$ cat src/rtl/ycbcr_rng_pkg.sv
// Shared definitions for the YCbCr nominal-range stream path: state encoding,
// converter constants and counter-width helpers.
package ycbcr_rng_pkg;

    typedef enum logic [0:0] {
        ST_IDLE   = 1'b0,
        ST_ACTIVE = 1'b1
    } state_t;

    localparam logic [7:0]  Y_MAX   = 8'd235;
    localparam logic [7:0]  C_MAX   = 8'd240;
    localparam logic [9:0]  Y_GAIN  = 10'd879;
    localparam logic [9:0]  C_GAIN  = 10'd900;
    localparam logic [17:0] RND_OFS = 18'd16896;

    function automatic int f_clog2(input int n);
        int r;
        int p;
        r = 0;
        p = 1;
        while (p < n) begin
            p = p * 2;
            r = r + 1;
        end
        return r;
    endfunction

    // A counter needs at least one bit even when it only ever holds zero.
    function automatic int f_cnt_width(input int n);
        if (n < 2) begin
            return 1;
        end else begin
            return f_clog2(n);
        end
    endfunction

endpackage

$ cat src/rtl/ycbcr_rng_stream_ctrl_nominal_rng.sv
// Combinational 3-channel full-range to nominal-range (Y 16..235, C 16..240)
// converter.
module ycbcr_nominal_rng
    import ycbcr_rng_pkg::*;
(
    input  logic [7:0] y,
    input  logic [7:0] cb,
    input  logic [7:0] cr,
    output logic [7:0] y_rng,
    output logic [7:0] cb_rng,
    output logic [7:0] cr_rng
);

    // Scale by gain/1024 with a +16.5 offset folded into RND_OFS, then clamp.
    function automatic logic [7:0] f_scale(input logic [7:0] v,
                                           input logic [9:0] gain,
                                           input logic [7:0] lim);
        logic [17:0] acc;
        logic [7:0]  q;
        acc = 18'(v) * 18'(gain) + RND_OFS;
        q   = 8'(acc >> 10);
        if (q > lim) begin
            return lim;
        end else begin
            return q;
        end
    endfunction

    // Per-channel conversion
    always_comb begin
        y_rng  = f_scale(y,  Y_GAIN, Y_MAX);
        cb_rng = f_scale(cb, C_GAIN, C_MAX);
        cr_rng = f_scale(cr, C_GAIN, C_MAX);
    end

endmodule

$ cat src/rtl/ycbcr_rng_stream_ctrl.sv
// Frame-aware stream controller: per-frame range/bypass selection, line and
// pixel tracking, one elastic output register and frame-length checking.
module ycbcr_rng_stream_ctrl
    import ycbcr_rng_pkg::*;
#(
    parameter int HSIZE = 1920,
    parameter int VSIZE = 1080
) (
    input  logic       clk,
    input  logic       rst_n,
    input  logic       i_rng_en,
    input  logic       i_valid,
    output logic       o_ready,
    input  logic       i_sof,
    input  logic [7:0] i_y,
    input  logic [7:0] i_cb,
    input  logic [7:0] i_cr,
    output logic       o_valid,
    input  logic       i_ready,
    output logic [7:0] o_y,
    output logic [7:0] o_cb,
    output logic [7:0] o_cr,
    output logic       o_sof,
    output logic       o_eol,
    output logic       o_eof,
    output logic       o_busy,
    output logic       o_len_err
);

    localparam int XW = f_cnt_width(HSIZE);
    localparam int YW = f_cnt_width(VSIZE);
    localparam logic [XW-1:0] X_LAST = XW'(HSIZE - 1);
    localparam logic [YW-1:0] Y_LAST = YW'(VSIZE - 1);

    state_t        state_r;
    state_t        state_s;
    logic [XW-1:0] xcnt_r;
    logic [YW-1:0] ycnt_r;
    logic          mode_r;
    logic          mode_s;
    logic          after_eof_r;
    logic          len_err_r;
    logic          accept_s;
    logic          line_end_s;
    logic          frame_end_s;
    logic          fwd_s;
    logic          start_s;
    logic          early_s;
    logic          late_s;
    logic          eol_s;
    logic          eof_s;
    logic [7:0]    y_rng_s;
    logic [7:0]    cb_rng_s;
    logic [7:0]    cr_rng_s;
    logic [7:0]    y_mux_s;
    logic [7:0]    cb_mux_s;
    logic [7:0]    cr_mux_s;
    logic          valid_r;
    logic [7:0]    out_y_r;
    logic [7:0]    out_cb_r;
    logic [7:0]    out_cr_r;
    logic          out_sof_r;
    logic          out_eol_r;
    logic          out_eof_r;

    ycbcr_nominal_rng u_rng (
        .y      (i_y),
        .cb     (i_cb),
        .cr     (i_cr),
        .y_rng  (y_rng_s),
        .cb_rng (cb_rng_s),
        .cr_rng (cr_rng_s)
    );

    assign o_ready     = ~valid_r | i_ready;
    assign accept_s    = i_valid & o_ready;
    assign line_end_s  = (xcnt_r == X_LAST);
    assign frame_end_s = line_end_s & (ycnt_r == Y_LAST);

    // State register
    always_ff @(posedge clk or negedge rst_n) begin
        if (!rst_n) begin
            state_r <= ST_IDLE;
        end else begin
            state_r <= state_s;
        end
    end

    // Next-state decode
    always_comb begin
        state_s = state_r;
        case (state_r)
            ST_IDLE: begin
                if (accept_s && i_sof) begin
                    state_s = ST_ACTIVE;
                end else begin
                    state_s = ST_IDLE;
                end
            end
            ST_ACTIVE: begin
                if (accept_s && !i_sof && frame_end_s) begin
                    state_s = ST_IDLE;
                end else begin
                    state_s = ST_ACTIVE;
                end
            end
            default: state_s = ST_IDLE;
        endcase
    end

    // Per-beat control decode: forward, frame start, markers and error causes
    always_comb begin
        fwd_s   = 1'b0;
        start_s = 1'b0;
        early_s = 1'b0;
        late_s  = 1'b0;
        eol_s   = 1'b0;
        eof_s   = 1'b0;
        case (state_r)
            ST_IDLE: begin
                if (accept_s && i_sof) begin
                    fwd_s   = 1'b1;
                    start_s = 1'b1;
                end else if (accept_s) begin
                    late_s = after_eof_r;
                end else begin
                    fwd_s = 1'b0;
                end
            end
            ST_ACTIVE: begin
                if (accept_s && i_sof) begin
                    fwd_s   = 1'b1;
                    start_s = 1'b1;
                    early_s = (xcnt_r != {XW{1'b0}}) | (ycnt_r != {YW{1'b0}});
                end else if (accept_s) begin
                    fwd_s = 1'b1;
                    eol_s = line_end_s;
                    eof_s = frame_end_s;
                end else begin
                    fwd_s = 1'b0;
                end
            end
            default: fwd_s = 1'b0;
        endcase
    end

    assign o_busy = (state_r == ST_ACTIVE);

    // The sof beat itself already uses the newly requested mode.
    assign mode_s   = start_s ? i_rng_en : mode_r;
    assign y_mux_s  = mode_s ? y_rng_s  : i_y;
    assign cb_mux_s = mode_s ? cb_rng_s : i_cb;
    assign cr_mux_s = mode_s ? cr_rng_s : i_cr;

    // Pixel/line counters hold the position of the next expected beat
    always_ff @(posedge clk or negedge rst_n) begin
        if (!rst_n) begin
            xcnt_r <= {XW{1'b0}};
            ycnt_r <= {YW{1'b0}};
        end else if (start_s) begin
            xcnt_r <= XW'(1);
            ycnt_r <= {YW{1'b0}};
        end else if (fwd_s && line_end_s) begin
            xcnt_r <= {XW{1'b0}};
            ycnt_r <= frame_end_s ? {YW{1'b0}} : ycnt_r + YW'(1);
        end else if (fwd_s) begin
            xcnt_r <= xcnt_r + XW'(1);
        end
    end

    // Frame mode latch, sticky length error and post-eof tracking
    always_ff @(posedge clk or negedge rst_n) begin
        if (!rst_n) begin
            mode_r      <= 1'b0;
            len_err_r   <= 1'b0;
            after_eof_r <= 1'b0;
        end else if (start_s) begin
            mode_r      <= i_rng_en;
            len_err_r   <= early_s;
            after_eof_r <= 1'b0;
        end else begin
            if (late_s) begin
                len_err_r <= 1'b1;
            end
            if (eof_s) begin
                after_eof_r <= 1'b1;
            end
        end
    end

    // Elastic output register: load on forward, drain on downstream accept
    always_ff @(posedge clk or negedge rst_n) begin
        if (!rst_n) begin
            valid_r   <= 1'b0;
            out_y_r   <= 8'd0;
            out_cb_r  <= 8'd0;
            out_cr_r  <= 8'd0;
            out_sof_r <= 1'b0;
            out_eol_r <= 1'b0;
            out_eof_r <= 1'b0;
        end else if (fwd_s) begin
            valid_r   <= 1'b1;
            out_y_r   <= y_mux_s;
            out_cb_r  <= cb_mux_s;
            out_cr_r  <= cr_mux_s;
            out_sof_r <= start_s;
            out_eol_r <= eol_s;
            out_eof_r <= eof_s;
        end else if (i_ready) begin
            valid_r <= 1'b0;
        end
    end

    assign o_valid   = valid_r;
    assign o_y       = out_y_r;
    assign o_cb      = out_cb_r;
    assign o_cr      = out_cr_r;
    assign o_sof     = out_sof_r;
    assign o_eol     = out_eol_r;
    assign o_eof     = out_eof_r;
    assign o_len_err = len_err_r;

endmodule

$ cat config.mk
export PLATFORM = sky130hd
export DESIGN_NAME = ycbcr_rng_stream_ctrl
export DESIGN_NICKNAME = d
export VERILOG_FILES = /design/src/rtl/ycbcr_rng_pkg.sv /design/src/rtl/ycbcr_rng_stream_ctrl_nominal_rng.sv /design/src/rtl/ycbcr_rng_stream_ctrl.sv
export SDC_FILE = /design/constraint.sdc
export NUM_CORES = 1
export LEC_CHECK = 0
export BUFFER_PORTS_ARGS = -buffer_cell sky130_fd_sc_hd__buf_2
export CORE_MARGIN = 2
export CORE_UTILIZATION = 60
export CTS_CLUSTER_DIAMETER = 50
export DETAILED_ROUTE_END_ITERATION = 7
export HOLD_SLACK_MARGIN = 0.15
export PLACE_DENSITY = 0.9
export SLEW_MARGIN = 0
export SYNTH_ARGS = -nofsm -noshare
export SYNTH_HDL_FRONTEND = slang
export SYNTH_SLANG_ARGS = --single-unit
$ cat constraint.sdc
create_clock -name clk -period 2.6 [get_ports clk]
set_input_delay 0.26 -clock clk [delete_from_list [all_inputs] [get_ports clk]]
set_output_delay 0.26 -clock clk [all_outputs]
set_load 0.02 [all_outputs]
==> results.py, run 1 <==
metrics = {
    "clock_tree": {
        "htree_levels": 2,
        "cts_root_buf": "clkbuf_8",
        "numCtsBuffers": 5,
        "cts_tree": "done",
        "clk_transition_reported_paths_ns": 0.11,
        "clk_latency_ns": 0.33,
        "cts.sinks": 54,
        "clockBufferDepth": 2,
    },
    "worst_setup_path": {
        "cp_top_family": "adder cells",
        "r2r_end": "ycnt_r[9]",
        "path_buf_inv": 3,
        "rrSetupSlack_ns": 0.03,
        "r2r-start": "xcnt_r[1]",
        "cp.required_ns": 2.83,
        "worstSetupEndpointType": "flop",
        "max_stage_delay_ns": 0.63,
        "slowest_stage": "fa_2",
        "crit_fanout": 4,
        "path_class": "in -> reg",
        "reg2regPathDepth": 9,
        "critPathLaunchType": "primary input",
        "cp_common_cell": "fa_2",
        "cp.arrival_ns": 4.57,
        "crit_chain": "buf_8 > fa_2 > xor2_2 > ha_2 > fa_2 > inv_2 > fa_2 > inv_2 > ha_4 > o21a_1 > nor2_2 > o21ai_2 > a311oi_2 > a211oi_2 > o41a_1 > a31o_1",
    },
    "yosys": {
        "ys.flop_type": "dfrtp_1",
        "synth-edff-count": 0,
        "postSynthAreaPerCell_um2": 9.15,
        "synth_top_cell_area_share": 0.227,
        "syn_area_um2": 6410,
        "yosysWarnings": 0,
        "yosysTopAreaCell": "ha_1",
        "synth_cells": 700,
        "ys_ff_latch": 54,
        "synthDistinctLibCells": 62,
        "synth_most_common_cell": "ha_1",
        "synth_common_cells": "ha_1 (116), inv_1 (81), nor2_1 (61), dfrtp_1 (54), nand2_1 (45)",
        "synth_area_leaders": "ha_1 (23%), dfrtp_1 (21%), fa_1 (13%), inv_1 (4.7%), nor2_1 (3.6%)",
        "ys_seq_area_frac": 0.211,
        "async_flop_share": 1.00,
        "synth_nets": 889,
    },
    "power_and_ir_drop": {
        "ir_drop_uv": 643,
        "leakagePower_nw": 4.36,
        "netSwitchingFraction": 0.484,
        "p_int_mw": 4.70,
        "share_comb_of_total_power": 0.795,
        "powerDensity_nw_per_um2": 1030,
        "p_sw_mw": 4.41,
        "clkPwrFrac": 0.068,
        "pwr-share-seq": 0.137,
    },
    "layout": {
        "fin_area_um2": 8870,
        "regArea_um2": 1350,
        "drive_above_1_share": 0.368,
        "synthToLayoutAreaGrowth_pct": 38.5,
        "nNetsFinal": 1091,
        "multi_input_area_um2": 5410,
        "nFillCells": 461,
        "n_antenna_cell": 0,
    },
    "floorplanning": {
        "core-area_um2": 10300,
        "die_w_um": 107,
        "fp-row-count": 37,
        "die-area_um2": 11500,
        "start_util": 0.621,
        "ios": 61,
        "die_y_um": 107,
    },
    "outcome": {
        "run_status": "finished, violations left",
        "violations": "setup timing",
    },
    "hold_path": {
        "hold_class": "in -> reg",
        "hold_path.startpoint": "i_sof",
        "min_to": "o_eof",
        "holdPathStages": 2,
    },
    "grt": {
        "grt_pass1_wl_um": 34200,
        "grt.total_usage": 0.373,
        "antenna_found_initial": 0,
        "overflow": 0,
        "grt_pass1_vias": 7004,
        "grt_max_degree": 41,
    },
    "timing": {
        "worst_hold_slack_ns": 0.218,
        "max-slew-margin-rel": 0.397,
        "fin_worst_skew_ns": 0.00619,
        "setup_viol": 24,
        "max_freq_mhz": 230,
        "tightest_slew_ns": 0.904,
        "final_min_period_over_clock_period": 1.67,
        "layout_min_cycle_time_ns": 4.34,
        "rsz0062_at_grt": "yes",
        "fin_ws_ns": -1.74,
        "hold_violations": 0,
        "maxSlewViolCount": 0,
    },
    "routing": {
        "drt_iter0_drc": 788,
        "viasPerCell": 6.65,
        "drc": 0,
        "ant_nets": 0,
        "routedWlPerCell_um": 23.2,
        "vias": 6914,
        "totalWireLength_um": 24100,
        "first_pass_iters": 7,
    },
    "placement": {
        "hpwl_um": 14500,
        "port_buffers": 60,
        "placed_area_um2": 7990,
        "place.gp.congestion": 0.954,
        "place_ws_ns": -2.09,
    },
    "flow_run": {
        "maxCapViolCount": 0,
    },
}
-- sequential cells by signal, indices dropped and copies added (netlist names), 8 cells and up --
register	flops
o_cb	8
o_y	8
xcnt_r	11
o_cr	8
ycnt_r	11
-- cell usage in the layout (no fill, tap or decap), types with 7 or more instances in the layout --
cell type,n
a21o_1,10
a21oi_1,35
a21oi_2,7
and3_1,17
buf_2,48
buf_4,141
buf_6,14
dfrtp_1,54
fa_1,37
ha_1,89
ha_4,24
inv_1,66
inv_2,15
nand2_1,43
nand3_1,16
nor2_1,55
o21a_1,14
o21ai_0,11
o21ai_1,16
o21ai_2,7
xnor2_1,16
xor2_1,24
-- kinds of logic (layout without fill, tap and decap cells) --
kind of cell	after synthesis	count (layout)	share of synthesized area
AO/OA/AOI/OAI	154	154	0.155
multiplexers	4	4	0.00645
AND/OR/NAND/NOR	189	189	0.145
XOR/XNOR	46	46	0.0650
flip-flops	54	54	0.211
adder cells (fa/ha/maj)	159	159	0.361
buffers and inverters	94	297	0.0564
-- through the flow --
step	total power [mW]	cells	util	TNS, ns
finish	9.11	1039	0.860	-31.64
floorplan	4.64	700	-	-27.29
global route	9.54	1039	0.860	-34.20
CTS	7.86	1027	0.824	-28.00
detailed placement	6.75	1007	0.774	-38.87
global placement	6.37	1007	0.774	-34.49
-- layer usage --
layer / track usage / vias up / routed length (um)
met3: 0.0581 / 222 / 2420
met1: 0.436 / 3271 / 8140
met4: 0.179 / 0 / 1920
met5: 0 / - / 0
met2: 0.667 / 581 / 11600
li1: - / 2840 / -
-- cell type report --
class	instances	area share
Multi-Input combinational cell	552	0.609
Timing Repair Buffer	208	0.172
Sequential cell	54	0.152
Inverter	81	0.0343
Tap cell	136	0.0192
Clock buffer	5	0.00776
Clock inverter	3	0.00536
-- power by group through the flow --
stage	logic, mW	clock network (mW)	registers, mW
3_3_place_gp	5.15	0	1.22
5_1_grt	7.67	0.627	1.25
6_report	7.24	0.619	1.25
2_1_floorplan	3.23	0	1.41
3_5_place_dp	5.53	0	1.22
4_1_cts	6.05	0.595	1.21
-- worst max path at each step --
| stage | start | end | slack (ns) | cells after the start |
|---|---|---|---|---|
| 2_1_floorplan | i_y[7] | o_y[2] | -1.47 | 16 |
| 3_3_place_gp | i_y[5] | o_y[2] | -1.76 | 18 |
| 3_5_place_dp | i_y[7] | o_y[2] | -2.09 | 17 |
| 4_1_cts | i_y[7] | o_y[2] | -1.58 | 17 |
| 5_1_grt | i_y[5] | o_y[2] | -1.86 | 17 |
| 6_report | i_y[7] | o_y[2] | -1.74 | 16 |
-- repair_timing --
item,4_1_cts,5_1_grt
hold buffers,1,0
pin swaps,38,39
endpoints found under the hold margin,38,0
buffers inserted,14,15
setup endpoints to repair,24,24
resized for setup,72,51
No activity file was read; power rests on OpenSTA's default activity.
==> inputs of run 2 (changes only) <==
CORE_UTILIZATION = 56   (was 60)
PLACE_DENSITY = 0.88   (was 0.9)
clock period = 3.93 ns   (was 2.6 ns; I/O delays follow)
==> results.py, run 2 (synthesis results as in run 1) <==
metrics = {
    "layout": {
        "layout_commonest_cell": "buf_4",
        "drive_above_1_share": 0.340,
        "n_antenna_cell": 0,
        "top_regs": "xcnt_r (11), ycnt_r (11)",
        "nNetsFinal": 1067,
        "final_cell_mix": "buf_4 (123), ha_1 (87), inv_1 (67)",
        "synthToLayoutAreaGrowth_pct": 35.1,
        "nFillCells": 668,
        "utilization": 0.768,
    },
    "placement": {
        "place.gp.congestion": 0.909,
        "hpwl_um": 13300,
        "port_buffers": 60,
    },
    "flow_run": {
        "maxCapViolCount": 0,
    },
    "power_and_ir_drop": {
        "ir_drop_uv": 360,
        "p_sw_mw": 2.72,
        "share_comb_of_total_power": 0.771,
        "p_int_mw": 3.10,
        "netSwitchingFraction": 0.468,
        "leakagePower_nw": 4.25,
        "p_total_mw": 5.82,
        "clkPwrFrac": 0.086,
        "powerDensity_nw_per_um2": 673,
        "pwr-share-seq": 0.142,
    },
    "clock_tree": {
        "cts_root_buf": "clkbuf_16",
        "clk_transition_reported_paths_ns": 0.07,
        "cts.sinks": 54,
        "hold_buffers": 0,
        "cts_tree": "done",
        "htree_levels": 2,
        "numCtsBuffers": 5,
        "clockBufferDepth": 2,
        "clk_latency_ns": 0.29,
    },
    "worst_setup_path": {
        "path_class": "in -> reg",
        "max_stage_delay_ns": 0.60,
        "cp.required_ns": 4.11,
        "crit_fanout": 4,
        "reg2regPathDepth": 7,
        "path_buf_inv": 3,
        "worstSetupEndpointType": "flop",
        "cp.arrival_ns": 4.85,
        "critPathLaunchType": "primary input",
        "rrSetupSlack_ns": 1.51,
        "r2r_end": "o_y[3]",
        "r2r-start": "o_valid",
        "cp_top_family": "adder cells",
        "slowest_stage": "fa_2",
        "crit_chain": "buf_8 > fa_2 > xor2_2 > ha_4 > a21oi_4 > fa_2 > fa_1 > inv_2 > ha_4 > and4_4 > buf_4 > nand2_2 > o22a_1 > o21ai_2 > xnor2_2 > o41a_1 > a31o_1",
    },
    "timing": {
        "rsz0062_at_grt": "yes",
        "hold_violations": 0,
        "layout_min_cycle_time_ns": 4.66,
        "fin_setup_tns_ns": -5.30,
        "final_min_period_over_clock_period": 1.19,
        "fin_ws_ns": -0.731,
        "tightest_slew_ns": 0.723,
        "setup_viol": 13,
        "maxSlewViolCount": 0,
        "max-slew-margin-rel": 0.518,
        "fin_worst_skew_ns": 0.00856,
        "max_freq_mhz": 215,
    },
    "floorplanning": {
        "core-area_um2": 11300,
        "die_y_um": 111,
        "fp-row-count": 39,
        "start_util": 0.568,
        "ios": 61,
        "die-area_um2": 12300,
        "die_w_um": 111,
    },
    "grt": {
        "overflow": 0,
        "grt.total_usage": 0.279,
        "grt_max_degree": 55,
        "antenna_found_initial": 0,
        "grt_pass1_wl_um": 28400,
        "grt_pass1_vias": 6173,
    },
    "routing": {
        "drc": 0,
        "ant_nets": 0,
        "totalWireLength_um": 20500,
        "viasPerCell": 6.10,
        "drt_iter0_drc": 502,
        "routedWlPerCell_um": 20.1,
        "first_pass_iters": 5,
        "vias": 6233,
    },
    "outcome": {
        "run_status": "finished, violations left",
        "violations": "setup timing",
    },
    "hold_path": {
        "hold_class": "in -> async",
    },
}
[run 2: changes by cell type in the layout (fill, tap and decap cells not counted), sizes merged]
cell / before / now
clkinv: 1 / 0
inv: 82 / 80
clkbuf: 5 / 7
dlygate4sd3: 1 / 0
buf: 207 / 184
clkinvlp: 0 / 1
[run 2: layer usage]
| layer | track usage | share of wire |
|---|---|---|
| met1 | 0.353 | 0.38 |
| met2 | 0.499 | 0.48 |
| met3 | 0.0301 | 0.072 |
| met4 | 0.0958 | 0.066 |
| met5 | 0 | 0 |
[run 2: what timing repair did]
item	4_1_cts	5_1_grt
buffers inserted	4	10
setup endpoints to repair	18	22
pin swaps	34	44
gates resized for setup	43	85
[run 2: worst max-delay path by stage]
| stage | startpoint | end | slack (ns) | cells after the start |
|---|---|---|---|---|
| 2_1_floorplan | i_y[7] | o_y[2] | -0.27 | 16 |
| 3_3_place_gp | i_y[5] | o_y[2] | -0.55 | 18 |
| 3_5_place_dp | i_y[5] | o_y[2] | -0.79 | 18 |
| 4_1_cts | i_y[5] | o_y[2] | -0.33 | 18 |
| 5_1_grt | i_y[7] | o_y[2] | -0.77 | 17 |
| 6_report | i_y[7] | o_y[2] | -0.73 | 17 |
[run 2: stage by stage]
step,cell area (um2),setup slack [ns],hold WS [ns],instances
floorplan,6510,-0.272,0.0974,700
global placement,7770,-0.551,0.462,1001
detailed placement,7770,-0.786,0.479,1001
CTS,8100,-0.325,0.254,1013
global route,8650,-0.769,0.282,1022
finish,8650,-0.731,0.222,1022
[run 2: final cells by class]
class / instances / area [um2] / share of cell area
Timing Repair Buffer: 184 / 1310 / 0.151
Sequential cell: 54 / 1350 / 0.156
Multi-Input combinational cell: 552 / 5350 / 0.618
Tap cell: 143 / 179 / 0.0207
Clock inverter: 1 / 30.0 / 0.00347
Clock buffer: 7 / 133 / 0.0153
Inverter: 81 / 308 / 0.0356
[run 2: power by group through the flow]
stage,registers (mW),logic [mW],clock network [mW]
finish,0.829,4.49,0.503
floorplan,0.935,1.99,0
global placement,0.815,3.25,0
global route,0.831,4.74,0.527
detailed placement,0.817,3.41,0
CTS,0.812,3.58,0.495
==> inputs of run 3 (changes only) <==
ABC_AREA = 1   (was not set)
ABC_CLOCK_PERIOD_IN_PS = 3930   (was not set)
CELL_PAD_IN_SITES_DETAIL_PLACEMENT = 0   (was not set)
CELL_PAD_IN_SITES_GLOBAL_PLACEMENT = 1   (was not set)
CORE_UTILIZATION = 41   (was 56)
PLACE_DENSITY = 0.87   (was 0.88)
==> results.py, run 3 <==
metrics = {
    "yosys": {
        "ys.flop_type": "dfrtp_1",
        "synth-edff-count": 0,
        "yosys.area_share.simple": 0.263,
        "muxShareOfSynthArea": 0,
        "ys_seq_area_frac": 0.192,
        "async_flop_share": 1.00,
        "synthDistinctLibCells": 42,
        "synth_most_common_cell": "nand2_1",
        "synth_top_family_by_area": "adder cells",
        "synth-compound-area-share": 0.0949,
        "yosysWarnings": 0,
        "yosysTopAreaCell": "ha_1",
        "synth_xor_area_frac": 0.0162,
        "postSynthAreaPerCell_um2": 7.31,
        "synth_adder_area_share": 0.329,
        "synth_area_leaders": "ha_1 (21%), dfrtp_1 (19%), nand2_1 (13%), fa_1 (12%), inv_1 (9.1%)",
        "synth_common_cells": "nand2_1 (251), inv_1 (171), ha_1 (116), nor2_1 (80), dfrtp_1 (54)",
        "syn_area_um2": 7030,
        "ys_ff_latch": 54,
        "synth_nets": 1150,
        "synth_top_cell_area_share": 0.207,
        "synth_cells": 961,
    },
    "worst_setup_path": {
        "crit_cells": 17,
        "worstSetupEndpointType": "flop",
        "cp_top_family": "adder cells",
        "path_class": "in -> reg",
        "slowest_stage": "fa_2",
        "cp.required_ns": 4.10,
        "crit_fanout": 6,
        "crit_chain": "buf_6 > fa_2 > xor2_1 > ha_1 > fa_1 > inv_1 > fa_1 > inv_2 > ha_4 > a21oi_2 > o21ai_1 > a21oi_1 > nand2_2 > xnor2_2 > buf_4 > o21ai_0 > a21oi_1",
        "critPathLaunchType": "primary input",
        "cp.arrival_ns": 3.99,
        "rrSetupSlack_ns": 1.58,
        "reg2regPathDepth": 11,
        "max_stage_delay_ns": 0.59,
        "path_buf_inv": 4,
    },
    "layout": {
        "drive_above_1_share": 0.184,
        "utilization": 0.505,
        "top_regs": "xcnt_r (11), ycnt_r (11)",
        "final_cell_mix": "nand2_1 (241), inv_1 (169), ha_1 (105)",
        "n_antenna_cell": 0,
        "layout_commonest_cell": "nand2_1",
        "synthToLayoutAreaGrowth_pct": 19.6,
        "fin_area_um2": 8410,
        "nNetsFinal": 1262,
    },
    "timing": {
        "fin_ws_ns": 0.110,
        "hold_violations": 0,
        "tightest_slew_ns": 0.692,
        "max_freq_mhz": 262,
        "max-slew-margin-rel": 0.539,
        "final_min_period_over_clock_period": 0.972,
        "setup_viol": 0,
        "layout_min_cycle_time_ns": 3.82,
        "fin_worst_skew_ns": 0.00688,
        "maxSlewViolCount": 0,
    },
    "placement": {
        "place_ws_ns": -0.382,
        "placed_area_um2": 7950,
        "hpwl_um": 13300,
        "port_buffers": 60,
        "place.gp.congestion": 0.851,
    },
    "clock_tree": {
        "hold_buffers": 0,
        "cts_tree": "done",
        "numCtsBuffers": 5,
        "clockBufferDepth": 2,
        "cts.sinks": 54,
        "clk_latency_ns": 0.29,
        "htree_levels": 2,
        "clk_transition_reported_paths_ns": 0.07,
        "cts_root_buf": "clkbuf_16",
    },
    "routing": {
        "drc": 0,
        "totalWireLength_um": 16300,
        "ant_nets": 0,
        "first_pass_iters": 5,
        "vias": 6302,
        "routedWlPerCell_um": 12.6,
        "viasPerCell": 4.87,
        "drt_iter0_drc": 292,
    },
    "grt": {
        "grt.total_usage": 0.183,
        "overflow": 0,
        "grt_pass1_vias": 6092,
        "grt_pass1_wl_um": 27400,
        "grt_max_degree": 55,
        "antenna_found_initial": 0,
    },
    "power_and_ir_drop": {
        "leakagePower_nw": 4.63,
        "ir_drop_uv": 337,
        "p_total_mw": 4.84,
        "powerDensity_nw_per_um2": 576,
    },
    "floorplanning": {
        "fp-row-count": 47,
        "ios": 61,
        "core-area_um2": 16600,
        "die-area_um2": 18200,
        "die_y_um": 135,
        "die_w_um": 135,
        "start_util": 0.422,
    },
    "hold_path": {
        "hold_class": "in -> async",
    },
    "outcome": {
        "run_status": "complete, no violations",
    },
    "flow_run": {
        "maxCapViolCount": 0,
    },
}
## run 3: cell types whose count changed in the layout (fill, tap and decap cells not counted), moves of 18 or more
cell     previous run  this run
ha_1               87       105
inv_1              67       169
o21ai_0            13        39
and3_1             18         0
nand2_1            43       241
nor2_1             58        76
nand3_1            15        39
buf_4             123        58
## run 3: layer usage
metal / global-route usage / routed length (um) / share of wire
met4: 0.0316 / 203 / 0.012
met1: 0.243 / 7750 / 0.47
met5: 0 / 0 / 0
met3: 0.0210 / 359 / 0.022
met2: 0.323 / 8030 / 0.49
## run 3: path summary, 6_finish.rpt
check / start / to
max: i_y[5] / o_y[4]
min: rst_n / ycnt_r[5]
max reg2reg: xcnt_r[0] / ycnt_r[10]
min reg2reg: o_y[0] / o_y[0]
max in group asynchronous: rst_n / ycnt_r[9]
min in group clk: i_ready / o_valid
## run 3: report_power, final
group | switching, mW | internal [mW] | leakage [nW] | total, mW
Clock | 0.198 | 0.299 | 0.0836 | 0.497
Sequential | 0.0993 | 0.684 | 0.679 | 0.784
Combinational | 2.07 | 1.49 | 3.87 | 3.56
Total | 2.37 | 2.48 | 4.63 | 4.84
## run 3: logic make-up after synthesis
logic type                 count (synthesis)
AOI/OAI and AO/OA                        120
xor gates and xnor gates                  13
and+or+nand+nor                          425
DFF                                       54
adders and majority gates                159
buffers and inverters                    190
## run 3: layout make-up
cell class                      count  area (um2)
Tap cell                          220         275
Timing Repair Buffer              118         744
Multi-Input combinational cell    717        5200
Sequential cell                    54        1350
Fill cell                        1636        8240
Inverter                          177         664
Clock inverter                      3        40.0
Clock buffer                        5         125
## run 3: what timing repair did
action,in CTS,in global routing
pin swaps,1,28
setup buffers,0,2
endpoints found under the setup margin,4,12
resized for setup,4,54
## run 3: through the flow
stage | setup TNS [ns] | cells | hold slack, ns
after global routing | -0.132 | 1294 | 0.309
after CTS | 0 | 1292 | 0.258
final | 0 | 1294 | 0.225
after detailed placement | -2.50 | 1284 | 0.464
after global placement | -1.85 | 1284 | 0.451
after floorplan | 0 | 961 | 0.0974
